<file path="src/rtl/updown_counter_ctrl.sv">
// Round-robin job sequencer for a shared 4-bit up/down counter: loads a
// requester's start value, steps toward its target, then pulses done.
module updown_counter_ctrl (
    input  logic       clk,
    input  logic       rst_n,
    input  logic [1:0] req_i,
    input  logic [3:0] cfg0_start_i,
    input  logic [3:0] cfg0_target_i,
    input  logic [3:0] cfg1_start_i,
    input  logic [3:0] cfg1_target_i,
    input  logic       hold_i,
    input  logic [3:0] cnt_out_i,
    output logic [1:0] gnt_o,
    output logic [1:0] done_o,
    output logic       busy_o,
    output logic       cnt_load_o,
    output logic [3:0] cnt_data_o,
    output logic       cnt_enable_o,
    output logic       cnt_select_o
);

    typedef enum logic [1:0] {
        ST_IDLE = 2'd0,
        ST_LOAD = 2'd1,
        ST_RUN  = 2'd2,
        ST_DONE = 2'd3
    } state_t;

    state_t     state_q;
    logic [1:0] gnt_q;
    logic [1:0] done_q;
    logic       pri_q;
    logic [3:0] start_q;
    logic [3:0] tgt_q;
    logic       dir_q;

    logic       arb_idx_s;
    logic [3:0] arb_start_s;
    logic [3:0] arb_tgt_s;
    logic       gnt_req_s;

    // Arbitration: a lone requester wins outright, a tie goes to pri_q.
    always_comb begin
        arb_idx_s = pri_q;
        case (req_i)
            2'b01:   arb_idx_s = 1'b0;
            2'b10:   arb_idx_s = 1'b1;
            default: arb_idx_s = pri_q;
        endcase
        if (arb_idx_s) begin
            arb_start_s = cfg1_start_i;
            arb_tgt_s   = cfg1_target_i;
        end else begin
            arb_start_s = cfg0_start_i;
            arb_tgt_s   = cfg0_target_i;
        end
        gnt_req_s = |(req_i & gnt_q);
    end

    // Job sequencing FSM with registered grant/done; a withdrawn request aborts.
    always_ff @(posedge clk or negedge rst_n) begin
        if (!rst_n) begin
            state_q <= ST_IDLE;
            gnt_q   <= 2'b00;
            done_q  <= 2'b00;
            pri_q   <= 1'b0;
            start_q <= 4'd0;
            tgt_q   <= 4'd0;
            dir_q   <= 1'b0;
        end else begin
            done_q <= 2'b00;
            case (state_q)
                ST_IDLE: begin
                    if (|req_i) begin
                        gnt_q   <= arb_idx_s ? 2'b10 : 2'b01;
                        start_q <= arb_start_s;
                        tgt_q   <= arb_tgt_s;
                        dir_q   <= (arb_tgt_s >= arb_start_s);
                        state_q <= ST_LOAD;
                    end else begin
                        state_q <= ST_IDLE;
                    end
                end
                ST_LOAD: begin
                    if (!gnt_req_s) begin
                        state_q <= ST_IDLE;
                        gnt_q   <= 2'b00;
                        pri_q   <= ~gnt_q[1];
                    end else begin
                        state_q <= ST_RUN;
                    end
                end
                ST_RUN: begin
                    if (!gnt_req_s) begin
                        state_q <= ST_IDLE;
                        gnt_q   <= 2'b00;
                        pri_q   <= ~gnt_q[1];
                    end else if (cnt_out_i == tgt_q) begin
                        state_q <= ST_DONE;
                        done_q  <= gnt_q;
                    end else begin
                        state_q <= ST_RUN;
                    end
                end
                ST_DONE: begin
                    state_q <= ST_IDLE;
                    gnt_q   <= 2'b00;
                    pri_q   <= ~gnt_q[1];
                end
                default: begin
                    state_q <= ST_IDLE;
                    gnt_q   <= 2'b00;
                end
            endcase
        end
    end

    assign gnt_o        = gnt_q;
    assign done_o       = done_q;
    assign busy_o       = (state_q != ST_IDLE);
    assign cnt_load_o   = (state_q == ST_LOAD);
    assign cnt_enable_o = (state_q == ST_RUN) && !hold_i && (cnt_out_i != tgt_q);
    assign cnt_data_o   = start_q;
    assign cnt_select_o = dir_q;

endmodule

</file>
<file path="config.mk">
export PLATFORM = sky130hd
export DESIGN_NAME = updown_counter_ctrl
export DESIGN_NICKNAME = d
export VERILOG_FILES = /design/src/rtl/updown_counter_ctrl.sv
export SDC_FILE = /design/constraint.sdc
export NUM_CORES = 1
export LEC_CHECK = 0
export CORE_MARGIN = 2
export CORE_UTILIZATION = 39
export CTS_CLUSTER_DIAMETER = 30
export DETAILED_ROUTE_END_ITERATION = 8
export GPL_TIMING_DRIVEN = 1
export HOLD_SLACK_MARGIN = 0.02
export PLACE_DENSITY = 0.75
export SETUP_SLACK_MARGIN = 0.02
export SLEW_MARGIN = 20
export SYNTH_ARGS = -nofsm -noshare
export SYNTH_HDL_FRONTEND = slang
export SYNTH_SLANG_ARGS = --single-unit
</file>
<file path="constraint.sdc">
create_clock -name clk -period 1.89 [get_ports clk]
set_input_delay 0.378 -clock clk [delete_from_list [all_inputs] [get_ports clk]]
set_output_delay 0.378 -clock clk [all_outputs]
set_load 0.01 [all_outputs]
</file>
==> results.yml <==
run_status:
  outcome: "finished with violations"
  violations: "setup timing"
power_and_ir_drop:
  total_power_mw: 1.92
  powerDensity_mw_per_mm2: 1140
  vdd_drop_max_uv: 743
  p_leak_nw: 0.810
sta:
  setup_slack_ps: -117
  rsz0062_at_grt: "true"
  tightest_slew_ps: 334
  timing.final.crit_share_pct: 106
  fmax_mhz: 498
  clock_skew_ps: 0.816
  final-setup-viol-count: 1
  maxSlewViolCount: 0
  hold_viol_final: 0
  fin_crit_ps: 2010
  relSlewSlack_pct: 77.3
clock_tree:
  htree_levels: 1
  numCtsBuffers: 3
  path_clk_slew_ps: 90
  clk_path_buf_depth: 2
  clk_root_buffer_cell: "clkbuf_4"
  cts_tree: "yes"
  clkSinkCount: 16
  insertion_delay_ps: 280
  holdBufCountCts: 0
setup_path:
  cp_max_fo: 5
  start_kind: "primary input"
  rr_worst_depth: 7
  crit_required_ps: 2040
  cp-end-kind: "flop"
  cp.arrival_ps: 2160
  criticalPathCategory: "in2reg"
floorplanning:
  die_x_um: 53.8
  core.rowCount: 18
  io_pins: 37
  dieArea_mm2: 0.00289
  core-area_mm2: 0.00241
  die_h_um: 53.8
  initial_core_util_pct: 40.1
placement:
  port_buffers: 36
  pre_cts_slack_ps: -1070
  dpl.hpwl_mm: 1.87
  gp_congestion: 0.790
  placed_cells: 174
yosys:
  synth.yosys.warnings: 0
  yosysUniqueCellTypes: 26
  synth-compound-area-share_pct: 8.81
  synthAdderAreaFrac_pct: 14.2
  synthTopCellsByArea: "dfrtp_1 (41%), ha_1 (14%), nand2_1 (6.6%)"
  synth_largest_area_cell: "dfrtp_1"
  syn_avg_cell_area_um2: 10.3
  synth_mux_area_share_pct: 13.7
  syn_area_um2: 966
  ys_seq_area_share_pct: 41.5
  synth_top_area_share_pct: 41.5
  ys_seq_elements: 16
  syn_inst: 94
  synth_nets: 130
  synth_simple_gate_area_share_pct: 15.0
  synth_xor_area_share_pct: 3.63
  synth_top_family_by_area: "simple AND/OR/NAND/NOR gates"
global_routing:
  antenna_found_initial: 0
  grt_overflow: 0
  grt_usage_pct: 18.0
  grt_pass1_vias: 839
  grt_start_max_net_pins: 17
  grt_first_pass_wirelength_mm: 3.78
route:
  viasPerCell: 4.67
  vias: 864
  drc: 0
  wire_per_inst_um: 13.1
  drtAntennaViolNets: 0
  drt_wl_total_mm: 2.42
  first_pass_iters: 4
  drt-initial-drc-count: 4
layout:
  layout_common_cells: "clkdlybuf4s50_1 (27), buf_4 (21), nand2_1 (17)"
  final_nets: 192
  final_layout_size_suffix_gt1_share_pct: 31.6
  area_delta_synth_final_pct: 73.8
  diodes: 0
  final_cells: 185
  final_common_cell: "clkdlybuf4s50_1"
run:
  maxCapViolations: 0
min_path:
  holdCritPathClass: "in2async"
[state kept, by name (all words and copies together) (netlist names)]
name	flops
cnt_select_o	1
tgt_q	4
done_o	2
pri_q	1
gnt_o	2
state_q	2
cnt_data_o	4
[power breakdown]
group | switching [mW] | total (mW) | internal [mW] | leakage (nW)
Sequential | 0.109 | 0.590 | 0.480 | 0.200
Clock | 0.104 | 0.221 | 0.117 | 0.0210
Combinational | 0.478 | 1.11 | 0.627 | 0.589
[Yosys cell counts, drive strengths merged]
library cell,count
nand2b,2
ha,11
inv,7
nor4,1
a21oi,1
nor3b,1
a31oi,1
mux2i,6
dfrtp,16
nand2,17
nand3,2
xor2,4
mux2,4
and2,2
clkbuf,1
nand3b,1
nor2,3
a22o,1
a22oi,2
and3,1
nor3,1
a21o,2
o21ai,7
[cell families after synthesis]
logic type | after synthesis
AND/OR/NAND/NOR | 31
flip-flops | 16
AO/OA/AOI/OAI | 14
adder cells (fa/ha/maj) | 11
multiplexers | 10
buffers and inverters | 8
XOR/XNOR | 4
[timing repair]
action,4_1_cts,5_1_grt
setup endpoints to repair,12,2
pin swaps,5,8
gates cloned,0,0
resized for setup,29,7
buffers inserted,4,3
[final timing paths]
kind | startpoint | endpoint | slack, ps
worst max-delay path | req_i[0] | cnt_select_o | -120
worst min-delay path | rst_n | tgt_q[3] | 400
worst max register to register | pri_q | cnt_select_o | 0
worst min register to register | tgt_q[2] | tgt_q[2] | 510
max in group asynchronous | rst_n | cnt_data_o[1] | 1310
min in group clk | tgt_q[2] | tgt_q[2] | 510
[through the flow]
stage	instance area, um2	TNS (ps)	hold slack [ps]	utilization [%]
final	1680	-117	403	69.7
after global routing	1680	-175	412	69.7
after detailed placement	1530	-6690	491	63.3
after floorplan	1020	-271	82.4	-
after CTS	1620	-98.2	405	67.1
after global placement	1530	-5870	472	63.3
[routing by layer]
layer / vias up / wire length, um / global-route usage, %
li1: 442 / - / -
met1: 403 / 1050 / 22.8
met2: 17 / 1270 / 31.7
met3: 2 / 72 / 2.22
met4: 0 / 22 / 5.56
met5: - / 0 / 0
[cell type report]
cell class | count | area [um2]
Fill cell | 176 | 731
Multi-Input combinational cell | 70 | 626
Timing Repair Buffer | 58 | 536
Sequential cell | 16 | 400
Inverter | 7 | 43.8
Tap cell | 30 | 37.5
Clock buffer | 4 | 36.3
[worst max-delay path, cell delays in order]
cell and delay [ps]:
buf_12 90, inv_12 30, ha_4 260, mux2i_4 360
mux2_4 370, ha_4 230, nand2b_4 120, a21o_1 180
nand3_2 50, a31oi_1 80
No activity file was read; power rests on OpenSTA's default activity.
==> edit 1: new RTL, same settings <==
Register the outputs `cnt_load_o` and `cnt_enable_o`, with the module's reset; this adds one clock of latency there. The other outputs are not delayed to match.
--- a/src/rtl/updown_counter_ctrl.sv
+++ b/src/rtl/updown_counter_ctrl.sv
@@ -119,6 +119,13 @@
     assign done_o       = done_q;
     assign busy_o       = (state_q != ST_IDLE);
-    assign cnt_load_o   = (state_q == ST_LOAD);
-    assign cnt_enable_o = (state_q == ST_RUN) && !hold_i && (cnt_out_i != tgt_q);
+    always_ff @(posedge clk or negedge rst_n) begin
+        if (!rst_n) begin
+            cnt_load_o   <= '0;
+            cnt_enable_o <= '0;
+        end else begin
+            cnt_load_o   <= (state_q == ST_LOAD);
+            cnt_enable_o <= (state_q == ST_RUN) && !hold_i && (cnt_out_i != tgt_q);
+        end
+    end
     assign cnt_data_o   = start_q;
     assign cnt_select_o = dir_q;
Function: changed (a bounded check fails within 4 cycles, from zero or initial values and one cycle with rst_n low).
==> edit 1 against the unedited design <==
  * The flow still finishes with violations (negative setup slack)
  * Synthesized area is 5.2% higher
  * Critical path depth is 1 higher
  * Sequential cell count is 2 higher
  * Global-route usage is 0.77 points higher
  * Worst hold slack worse by 3.1 ps
  * Setup slack better by 58 ps
  * Design area is 2.2% lower
  * Routed wire length is 1.3% lower
  * Power is 2.8% lower
  * Critical path type unchanged
==> edit 1: results <==
{
  "use_met3_pct": 2.42,
  "grt_usage_pct": 18.8,
  "wirelength_microns": 2380,
  "cts_buffers": 3,
  "setup_viol": 1,
  "violations": "negative setup slack",
  "finalSetupTns_ps": -59.1,
  "h-tree-depth": 1,
  "globalRouteMet1Util_pct": 22.5,
  "first_global_vias": 908,
  "n_fill_cell": 207,
  "hp-class": "in -> async",
  "diodes": 0,
  "ys_types": 27,
  "r2r_cells": 8,
  "place_area_sq_um": 1540,
  "worst_slew_pin_slew_ps": 383,
  "crit_arrival_ps": 2120,
  "finalWorstSetupSlack_ps": -59.1,
  "routed-via-count": 860,
  "cp_slowest_cell": "mux2_4",
  "port_buffers": 36,
  "use_met2_pct": 34.5,
  "synthTopCellsByArea": "dfrtp_1 44%, ha_1 14%, nand2_1 6.3%",
  "outcome": "finished with violations",
  "drt_iter0_markers": 17,
  "seq_area_frac_synth_pct": 44.3,
  "skew_ps": 2.32,
  "syn_nets": 132,
  "synthTopCellsByCount": "18 x dfrtp_1, 17 x nand2_1, 11 x ha_1, 6 x inv_1, 6 x o21ai_1",
  "crit_path_max_incr_delay_ps": 320,
  "gp_congestion": 0.794,
  "irDropWorstVdd_mv": 0.675,
  "crit_fanout": 6,
  "layout.nets": 185,
  "grt_start_max_net_pins": 19,
  "synth_ff_type": "dfrtp_1",
  "dp_hpwl_microns": 1950,
  "drive_above_1_share_pct": 23.8,
  "grt_pass1_wl_microns": 3950,
  "p_leak_nw": 0.771
}
edit 1: cell types whose count changed after synthesis, sizes merged:
cell | before | now
dfrtp | 16 | 18
edit 1: routing by layer:
| metal | vias up | part of all wire, % |
|---|---|---|
| li1 | 435 | - |
| met1 | 389 | 44 |
| met2 | 32 | 50 |
| met3 | 4 | 4.2 |
| met4 | 0 | 1.5 |
| met5 | - | 0 |
edit 1: per-stage QoR:
stage / instances / hold slack, ps / setup slack [ps] / power, mW / utilization (%)
after floorplan: 96 / 82.4 / -271 / 1.16 / -
after global placement: 171 / 470 / -945 / 1.57 / 62.1
after detailed placement: 171 / 477 / -1030 / 1.60 / 62.1
after CTS: 177 / 397 / -35.3 / 1.85 / 65.1
after global routing: 177 / 415 / -109 / 2.01 / 66.3
final: 177 / 400 / -59.1 / 1.86 / 66.3
edit 1: path summary, 6_finish.rpt:
check	start	end	slack, ps
max	req_i[0]	cnt_select_o	-60
min	rst_n	done_o[1]	400
max reg2reg	pri_q	cnt_select_o	60
min reg2reg	cnt_data_o[2]	cnt_data_o[2]	490
max in group asynchronous	rst_n	cnt_data_o[1]	1300
min in group clk	cnt_data_o[2]	cnt_data_o[2]	490
edit 1: kinds of logic after synthesis:
| kind of cell | Yosys count | synth area share, % |
|---|---|---|
| compound gates | 14 | 8.37 |
| xor+xnor | 4 | 3.45 |
| fa+ha+maj | 11 | 13.5 |
| buf+inv | 8 | 2.95 |
| flops | 18 | 44.3 |
| mux | 10 | 13.1 |
| simple gates | 31 | 14.3 |
edit 1: power by group:
group / internal [mW] / total, mW / switching, mW
Combinational: 0.580 / 1.03 / 0.450
Sequential: 0.532 / 0.645 / 0.113
Clock: 0.0742 / 0.188 / 0.114
Total: 1.19 / 1.86 / 0.676
edit 1: critical path: cells and delay by family:
family                   cells  cell delay (ps)
multiplexers                 2              560
adder cells (fa/ha/maj)      2              470
buffers and inverters        3              280
AO/OA/AOI/OAI                2              260
AND/OR/NAND/NOR              2              180
edit 1: cell type report:
type	instances	area share, %
clock buffer	3	1.37
inverter	7	2.67
multi-input combinational	70	36.7
sequential	18	27.4
tap	30	2.29
timing repair buffer	49	29.5
edit 1: repair_timing:
| action | in CTS | in global routing |
|---|---|---|
| hold buffers | 0 | 0 |
| pin swaps | 2 | 3 |
| cloned | 0 | 0 |
| buffers inserted | 3 | 0 |
| endpoints found under the setup margin | 11 | 1 |
| gates resized for setup | 17 | 6 |
==> edit 2: new RTL, same settings <==
Made on the original files. Re-encode `state_t` (4 states) as one-hot, 4 bits wide.
--- a/src/rtl/updown_counter_ctrl.sv
+++ b/src/rtl/updown_counter_ctrl.sv
@@ -20,9 +20,9 @@
 );
 
-    typedef enum logic [1:0] {
-        ST_IDLE = 2'd0,
-        ST_LOAD = 2'd1,
-        ST_RUN  = 2'd2,
-        ST_DONE = 2'd3
+    typedef enum logic [3:0] {
+        ST_IDLE = 4'b0001,
+        ST_LOAD = 4'b0010,
+        ST_RUN  = 4'b0100,
+        ST_DONE = 4'b1000
     } state_t;
 
Function: no difference found for any inputs over 10 cycles, from zero or initial values and one cycle with rst_n low; not proved beyond that.
==> edit 2 against the unedited design <==
  * Clock skew up 2.8 ps
  * Clock power up 10%
  * Register-to-register slack improved by 80 ps
  * Largest power group unchanged
  * Sequential cell count is 2 higher
  * Setup slack improved by 93 ps
  * Critical path depth increased by 1
  * Utilization decreased by 1.1 points
  * The run still ends with negative setup slack left
  * Design area is 3.1% higher
  * Non-clock buffer count rose by 1
  * Routed wire length increased by 4.0%
  * Power up 12%
  * Synthesized area rose by 8.7%
==> edit 2: results <==
{
  "outcome": "finished with violations",
  "violations": "negative setup slack",
  "cts_buffers": 3,
  "placed_cells": 172,
  "finalWorstSetupSlack_ps": -24.3,
  "synth_top_area_share_pct": 40.5,
  "synthTopCellsByArea": "dfrtp_1 41%, mux2_2 8.6%, ha_1 7.2%",
  "p_leak_nw": 0.757,
  "cts_hold_buf": 0,
  "cts_buffer_depth": 2,
  "met1Wirelength_microns": 1090,
  "first_global_vias": 988,
  "wl_met3_microns": 127,
  "crit_fanout": 7,
  "async_flop_share_pct": 100,
  "h-tree-depth": 1,
  "grt_usage_pct": 17.1,
  "synthTopCellsByCount": "17 x dfrtp_1, 8 x mux2_2, 6 x ha_1",
  "highest_layer": "met4",
  "irDropWorstVdd_mv": 0.723,
  "port_buffers": 36,
  "drive_above_1_share_pct": 42.3,
  "dp_hpwl_microns": 2040,
  "wirelength_microns": 2510,
  "skew_ps": 3.63,
  "globalRouteMet1Util_pct": 19.9,
  "drt_iter0_markers": 5,
  "synth_cells": 87,
  "synth_ff_type": "dfrtp_1",
  "path_clk_slew_ps": 110,
  "seq_area_frac_synth_pct": 43.0,
  "root_buffer": "clkbuf_4",
  "crit_path_max_incr_delay_ps": 320,
  "yosysWarnings": 0,
  "use_met2_pct": 32.3,
  "swShare_pct": 35.4,
  "via_per_inst": 5.04,
  "hp-class": "in -> async",
  "ys_types": 34,
  "setup_viol": 1,
  "diodes": 0,
  "place_area_sq_um": 1640,
  "use_met3_pct": 3.26,
  "grt_start_max_net_pins": 11,
  "wl_met2_microns": 1280,
  "grt_pass1_wl_microns": 4280,
  "cp_slowest_cell": "mux2_4",
  "drtPass1Iterations": 4,
  "relSlewSlack_pct": 67.0,
  "drc": 0,
  "gp_congestion": 0.746,
  "worst_path_dominant_cell_family": "multiplexers",
  "routed-via-count": 902,
  "layout.nets": 181,
  "crit_arrival_ps": 2100,
  "syn_nets": 118
}
## edit 2: final timing paths
check	from	end	slack (ps)	cells after the start
max in group asynchronous	rst_n	tgt_q[3]	970	2
min in group clk	req_i[1]	state_q[1]	510	4
min reg2reg	cnt_data_o[1]	cnt_data_o[1]	540	2
min	rst_n	done_o[1]	400	1
max reg2reg	pri_q	cnt_select_o	80	8
max	req_i[0]	cnt_select_o	-20	11
## edit 2: what timing repair did
item | in CTS | in global routing
pin swaps | 4 | 5
endpoints found under the setup margin | 12 | 4
gates cloned | 0 | 0
setup buffers | 4 | 0
gates resized for setup | 20 | 15
## edit 2: cell families after synthesis
logic type | synth area share [%]
adders and majority gates | 7.15
muxes | 15.6
DFF | 43.0
and+or+nand+nor | 15.4
buffers and inverters | 3.69
xor gates and xnor gates | 3.34
AOI/OAI and AO/OA | 11.8
## edit 2: final cells by class
class / count / area [sq um]
fill: 204 / 792
multi-input combinational: 63 / 628
timing repair buffer: 59 / 541
sequential: 18 / 452
tap: 30 / 37.5
clock buffer: 4 / 36.3
inverter: 5 / 36.3
## edit 2: power by group through the flow
stage	clock (mW)	sequential [mW]	combinational (mW)
4_1_cts	0.252	0.647	1.24
6_report	0.243	0.648	1.25
2_1_floorplan	0	0.690	0.637
3_5_place_dp	0	0.653	1.18
5_1_grt	0.270	0.666	1.36
3_3_place_gp	0	0.647	1.14
## edit 2: metrics by stage
step	hold slack, ps	util [%]	TNS [ps]	worst slack (ps)
3_5_place_dp	503	64.8	-6320	-930
2_1_floorplan	82.4	-	-238	-238
5_1_grt	425	68.6	-100	-77.9
6_report	401	68.6	-24.3	-24.3
4_1_cts	407	67.7	-211	-211
3_3_place_gp	509	64.8	-5780	-886
